## src/rtl/wb_io_pkg.sv

```systemverilog
// Shared definitions for the Wishbone GPIO/IRQ controller: register offsets,
// identification word and bus FSM states.
package wb_io_pkg;

  localparam logic [7:0] OFF_OUT     = 8'h00;
  localparam logic [7:0] OFF_OEB     = 8'h04;
  localparam logic [7:0] OFF_IN      = 8'h08;
  localparam logic [7:0] OFF_RISE_EN = 8'h0C;
  localparam logic [7:0] OFF_FALL_EN = 8'h10;
  localparam logic [7:0] OFF_STATUS  = 8'h14;
  localparam logic [7:0] OFF_ID      = 8'h18;

  localparam logic [31:0] ID_VALUE = 32'h4B49_4350;

  typedef enum logic {
    IDLE = 1'b0,
    ACK  = 1'b1
  } bus_state_t;

endpackage

```

## src/rtl/io_edge_detect.sv

```systemverilog
// Pad input synchroniser with per-pin rising/falling edge detection, gated
// off until the pipeline holds genuine pad samples after reset.
module io_edge_detect #(
  parameter int W = 16
) (
  input  logic         i_clk,
  input  logic         i_rst_n,
  input  logic [W-1:0] i_pins,
  input  logic [W-1:0] i_rise_en,
  input  logic [W-1:0] i_fall_en,
  output logic [W-1:0] o_sync,
  output logic [W-1:0] o_rise,
  output logic [W-1:0] o_fall
);

  logic [W-1:0] r_sync1;
  logic [W-1:0] r_sync2;
  logic [W-1:0] r_prev;
  logic [1:0]   r_prime_cnt;
  logic         w_primed;

  always_ff @(posedge i_clk or negedge i_rst_n) begin
    if (!i_rst_n) begin
      r_sync1     <= '0;
      r_sync2     <= '0;
      r_prev      <= '0;
      r_prime_cnt <= '0;
    end else begin
      r_sync1 <= i_pins;
      r_sync2 <= r_sync1;
      r_prev  <= r_sync2;
      if (r_prime_cnt != 2'd3) r_prime_cnt <= r_prime_cnt + 2'd1;
    end
  end

  // sync2 and prev both carry real pad samples only after the third edge
  assign w_primed = (r_prime_cnt == 2'd3);

  assign o_sync = r_sync2;
  assign o_rise = w_primed ? (r_sync2 & ~r_prev & i_rise_en) : '0;
  assign o_fall = w_primed ? (~r_sync2 & r_prev & i_fall_en) : '0;

endmodule

```

## src/rtl/wb_io_ctrl.sv

```systemverilog
// Wishbone slave owning the user GPIO pins: output/enable registers,
// synchronised input readback and edge interrupts with W1C status.
import wb_io_pkg::*;

module wb_io_ctrl #(
  parameter int          NIO       = 16,
  parameter logic [31:0] BASE_ADDR = 32'h3000_0000,
  parameter logic [31:0] ADDR_MASK = 32'hFFFF_FF00
) (
  input  logic           wb_clk_i,
  input  logic           wb_rst_ni,
  input  logic           wbs_cyc_i,
  input  logic           wbs_stb_i,
  input  logic           wbs_we_i,
  input  logic [3:0]     wbs_sel_i,
  input  logic [31:0]    wbs_adr_i,
  input  logic [31:0]    wbs_dat_i,
  output logic [31:0]    wbs_dat_o,
  output logic           wbs_ack_o,
  input  logic [NIO-1:0] io_in,
  output logic [NIO-1:0] io_out,
  output logic [NIO-1:0] io_oeb,
  output logic [2:0]     irq
);

  bus_state_t     r_state;
  bus_state_t     w_state_nxt;

  logic [NIO-1:0] r_out;
  logic [NIO-1:0] r_oeb;
  logic [NIO-1:0] r_rise_en;
  logic [NIO-1:0] r_fall_en;
  logic [NIO-1:0] r_status;
  logic           r_irq;
  logic [31:0]    r_dat;

  logic           w_hit;
  logic           w_req;
  logic           w_wr;
  logic [31:0]    w_rdata;
  logic [NIO-1:0] w_clr;
  logic [NIO-1:0] w_sync;
  logic [NIO-1:0] w_rise;
  logic [NIO-1:0] w_fall;

  function automatic logic [31:0] lane_mask(input logic [3:0] sel);
    logic [31:0] m;
    for (int b = 0; b < 4; b++) m[8*b +: 8] = {8{sel[b]}};
    return m;
  endfunction

  function automatic logic [31:0] lane_merge(input logic [31:0] old,
                                             input logic [31:0] data,
                                             input logic [3:0]  sel);
    logic [31:0] m;
    m = lane_mask(sel);
    return (old & ~m) | (data & m);
  endfunction

  io_edge_detect #(.W(NIO)) u_edge (
    .i_clk     (wb_clk_i),
    .i_rst_n   (wb_rst_ni),
    .i_pins    (io_in),
    .i_rise_en (r_rise_en),
    .i_fall_en (r_fall_en),
    .o_sync    (w_sync),
    .o_rise    (w_rise),
    .o_fall    (w_fall)
  );

  assign w_hit = ((wbs_adr_i & ADDR_MASK) == BASE_ADDR);
  assign w_req = (r_state == IDLE) && wbs_cyc_i && wbs_stb_i && w_hit;
  assign w_wr  = w_req && wbs_we_i;

  always_ff @(posedge wb_clk_i or negedge wb_rst_ni) begin
    if (!wb_rst_ni) r_state <= IDLE;
    else            r_state <= w_state_nxt;
  end

  always_comb begin
    w_state_nxt = r_state;
    case (r_state)
      IDLE:    if (w_req) w_state_nxt = ACK;
      ACK:     w_state_nxt = IDLE;
      default: w_state_nxt = IDLE;
    endcase
  end

  // Unaligned byte addresses never match a case item and so read as zero
  always_comb begin
    w_rdata = '0;
    case (wbs_adr_i[7:0])
      OFF_OUT:     w_rdata[NIO-1:0] = r_out;
      OFF_OEB:     w_rdata[NIO-1:0] = r_oeb;
      OFF_IN:      w_rdata[NIO-1:0] = w_sync;
      OFF_RISE_EN: w_rdata[NIO-1:0] = r_rise_en;
      OFF_FALL_EN: w_rdata[NIO-1:0] = r_fall_en;
      OFF_STATUS:  w_rdata[NIO-1:0] = r_status;
      OFF_ID:      w_rdata = ID_VALUE;
      default:     w_rdata = '0;
    endcase
  end

  assign w_clr = (w_wr && (wbs_adr_i[7:0] == OFF_STATUS))
               ? NIO'(wbs_dat_i & lane_mask(wbs_sel_i)) : '0;

  always_ff @(posedge wb_clk_i or negedge wb_rst_ni) begin
    if (!wb_rst_ni) begin
      r_out     <= '0;
      r_oeb     <= '1;
      r_rise_en <= '0;
      r_fall_en <= '0;
    end else if (w_wr) begin
      case (wbs_adr_i[7:0])
        OFF_OUT:     r_out     <= NIO'(lane_merge(32'(r_out), wbs_dat_i, wbs_sel_i));
        OFF_OEB:     r_oeb     <= NIO'(lane_merge(32'(r_oeb), wbs_dat_i, wbs_sel_i));
        OFF_RISE_EN: r_rise_en <= NIO'(lane_merge(32'(r_rise_en), wbs_dat_i, wbs_sel_i));
        OFF_FALL_EN: r_fall_en <= NIO'(lane_merge(32'(r_fall_en), wbs_dat_i, wbs_sel_i));
        default:     ;
      endcase
    end
  end

  // A fresh edge re-sets its bit even when cleared in the same cycle
  always_ff @(posedge wb_clk_i or negedge wb_rst_ni) begin
    if (!wb_rst_ni) begin
      r_status <= '0;
      r_irq    <= 1'b0;
    end else begin
      r_status <= (r_status & ~w_clr) | w_rise | w_fall;
      r_irq    <= |r_status;
    end
  end

  always_ff @(posedge wb_clk_i or negedge wb_rst_ni) begin
    if (!wb_rst_ni)                r_dat <= '0;
    else if (w_req && !wbs_we_i)   r_dat <= w_rdata;
    else                           r_dat <= '0;
  end

  assign wbs_dat_o = r_dat;
  assign wbs_ack_o = (r_state == ACK);
  assign io_out    = r_out;
  assign io_oeb    = r_oeb;
  assign irq       = {2'b00, r_irq};

endmodule

```

## config.mk

```make
export PLATFORM = sky130hd
export DESIGN_NAME = wb_io_ctrl
export DESIGN_NICKNAME = d
export VERILOG_FILES = /design/src/rtl/wb_io_pkg.sv /design/src/rtl/io_edge_detect.sv /design/src/rtl/wb_io_ctrl.sv
export SDC_FILE = /design/constraint.sdc
export NUM_CORES = 1
export LEC_CHECK = 0
export CAP_MARGIN = 20
export CORE_MARGIN = 5
export CORE_UTILIZATION = 40
export DETAILED_ROUTE_END_ITERATION = 10
export GPL_ROUTABILITY_DRIVEN = 0
export PLACE_DENSITY_LB_ADDON = 0.25
export RECOVER_POWER = 25
export SYNTH_ARGS = -nofsm -noshare
export SYNTH_HDL_FRONTEND = slang
export SYNTH_SLANG_ARGS = --single-unit
```

## constraint.sdc

```tcl
create_clock -name wb_clk_i -period 3.7 [get_ports wb_clk_i]
set_clock_uncertainty 0.15 [all_clocks]
set_input_delay 0.37 -clock wb_clk_i [delete_from_list [all_inputs] [get_ports wb_clk_i]]
set_output_delay 0.37 -clock wb_clk_i [all_outputs]
set_load 0.02 [all_outputs]
```

==> metrics <==
failing checks max-capacitance violations, max-slew violations; drt drc 0; CP max FO 19; XOR/XNOR Fraction of Synth Area 0.00136; Total Power 0.00369 W; Syn Area/Cell 12.8 um2; worst slew pin tran 2200 ps; Leakage 3.60 nW; clk sinks 149; Fin Setup TNS 0 ps; FF-to-FF path depth 4; worst hold start u_edge.r_sync1[1]; Crit path required time 3860 ps; unrepaired setup endpoints after global routing no; fillers 1323; CP peak stage delay 810 ps; die area 0.0188 mm2; layout cells sized above 1 0.226; Die W 137 um; status finished with violations; starting density of the core 0.407; clock slew at reported path FFs 60 ps; synth unique cells 44; I/O pin count 157; initial antenna violation count 0; # setup viols final 0; die outline height 137 um; CP Capture Type register; Core ar. 0.0158 mm2; number of DRC markers in iteration 0 308; Post-DP HPWL 11800 um; Total Routing Usage GR 0.191; Mapped Area 0.00645 mm2; placed cell areas 0.00797 mm2; Port Buffer Count 127; Synth Register Bits 149; Most Crowded Layer GR met2; Adder-Cell Fraction of Synth Area 0.00194; Tcrit/Tclk final 0.738; Yosys warning total 0; main combinational cell family by area after synthesis simple AND/OR/NAND/NOR gates; met2 usage 0.304; worst skew pair latency 420 ps; CP startpoint wbs_adr_i[9]; Worst R2R Start wbs_ack_o; number of global-route vias before repair 4947; maximum operating frequency 366 MHz; vias per cell 5.30; Max Cap Violations 1; Cell Chain, Critical Path clkdlybuf4s50_1 > nor4_2 > nand4_4 > nor4_4 > mux2_2; nets@finish 732; clk root buf clkbuf_16; drt pass-1 iters 4; first-pass GRT wire length 27200 um; Tmin final 2730 ps; CTS tree done; Synth Area in Simple Gates 0.139; peak supply drop 0.340 mV; met1 Use GR 0.246; Routed Antenna Nets 0; final hold violations 0; Hold Crit Depth 0; antenna cell count 0; Mapped Cells 505; Worst EP arrival 2890 ps; crit path kind in -> reg; largest net degree at the start of global routing 90; worst-case clock buffer depth 2; Seq/Total Area, Yosys 0.581; Final Cell Area 0.00861 mm2; Compound-Gate Fraction of Synth Area 0.117; CP startpoint kind input port; num rows 46; reg-to-reg setup timing slack 1130 ps; WL per Instance 19.7 um; CTS buffer count 17; Area Overhead vs Synth 33.5%; Slew headroom -0.468; pwr dens 428 mW/mm2; Routed WL 17100 um; Slowest cell on crit path nor4_4; grt met3 use 0.0574; max-slew violations 89; mux contribution to synthesized area 0.114; via count 4616; H-tree Lvls 4; worst hold path type reg -> reg; grt total ovfl 0
==> layout make-up <==
type                    count  area (um2)  area share
multi-input cells         309        2450       0.285
clock buffers              23         488      0.0567
repair buffers            148        1440       0.167
well taps                 216         270      0.0314
inverters                  17        63.8     0.00741
flip-flops and latches    149        3750       0.435
clock inverters             9         148      0.0172
==> critical path: cells and delay by family <==
| kind | cells | cell delay (ps) |
|---|---|---|
| buffers and inverters | 1 | 410 |
| multiplexers | 1 | 410 |
| AND/OR/NAND/NOR | 3 | 1680 |
==> cells in the final DEF (no fill, tap or decap), types with 3 or more instances in the layout <==
master and n:
o31a_1 13, nand4_1 4, bufinv_16 4, nor4_4 8, clkbuf_8 4, buf_4 19
a221oi_1 3, clkinv_2 4, nand2b_1 5, nand3b_1 16, a22oi_1 14, dfrtp_1 133
nor3_1 4, conb_1 11, a22o_1 23, mux2_2 62, a2111oi_0 3, a21boi_0 3
dfstp_2 16, clkdlybuf4s50_1 110, nor4_2 5, nor2_1 15, and2_1 6, o41ai_1 16
nand2_1 52, mux2_1 3, o21ai_0 16, inv_1 17, dlygate4sd3_1 17, nor4_1 7
clkbuf_16 17
==> logic make-up (layout without fill, tap and decap cells) <==
family                     count (synthesis)  in the layout
xor gates and xnor gates                   1              1
muxes                                     65             65
buffers and inverters                     57            197
and+or+nand+nor                          136            136
DFF                                      149            149
other                                      1             11
AOI/OAI and AO/OA                         95             95
adders and majority gates                  1              1
==> power by group <==
group / leakage (nW) / internal [W] / switching, W
logic: 1.48 / 0.0000800 / 0.0000929
clock network: 0.313 / 0.00120 / 0.000644
registers: 1.81 / 0.00166 / 0.0000158
total: 3.60 / 0.00293 / 0.000753
==> repair_timing <==
item	4_1_cts	5_1_grt
hold buffers	1	0
buffers inserted	0	0
gates resized for setup	0	0
hold endpoints to repair	78	0
==> per-stage QoR <==
step | std cells | setup slack [ps] | hold slack, ps | utilization
final | 871 | 968 | 192 | 0.544
after global routing | 871 | 575 | 203 | 0.544
after CTS | 871 | 938 | 195 | 0.544
after detailed placement | 838 | 490 | 185 | 0.503
after global placement | 838 | 542 | 185 | 0.503
after floorplan | 515 | 1340 | -75.6 | -
==> worst min path at each step <==
stage	end	slack (ps)
after global routing	u_edge.o_sync[12]	200
final	u_edge.o_sync[1]	190
after floorplan	asynchronous set/reset pin	-80
after detailed placement	u_edge.o_sync[1]	180
after global placement	u_edge.o_sync[0]	180
after CTS	u_edge.o_sync[1]	190
==> routing by layer <==
layer / up-vias / share of wire
li1: 2109 / -
met4: 0 / 0.014
met1: 2341 / 0.44
met3: 17 / 0.073
met5: - / 0
met2: 149 / 0.47
==> Yosys cell counts <==
cell type,count,area share
dfstp_2,16,0.065
and3_1,1,0.00097
nand4_4,1,0.0033
a2111oi_0,3,0.0041
inv_1,17,0.0099
o2bb2ai_1,1,0.0014
buf_2,2,0.0016
o41ai_1,16,0.022
nor4b_2,2,0.0047
a22oi_1,14,0.016
nor4_1,8,0.0078
nor4_2,4,0.0078
mux2_2,62,0.11
or2_2,1,0.00097
dfrtp_1,133,0.52
ha_1,1,0.0019
and4_1,1,0.0014
mux2_1,3,0.0052
or3_1,2,0.0019
nor3_1,4,0.0031
nor2b_1,1,0.00097
a22o_1,23,0.031
nor2_1,15,0.0087
a221o_1,2,0.0031
conb_1,1,0.00058
o31a_1,13,0.018
nand3_1,1,0.00078
and4bb_2,2,0.0039
buf_4,18,0.021
xnor2_1,1,0.0014
a21boi_0,3,0.0035
nor4b_1,1,0.0014
a221oi_1,3,0.0041
and2_1,6,0.0058
nand2b_1,5,0.0049
nor4_4,8,0.026
nand2_1,52,0.030
a311o_1,1,0.0016
buf_6,1,0.0017
o21ai_0,16,0.012
clkbuf_1,19,0.011
or4b_1,1,0.0016
nand3b_1,16,0.019
nand4_1,4,0.0039
Power figures use the tool's default switching activity.
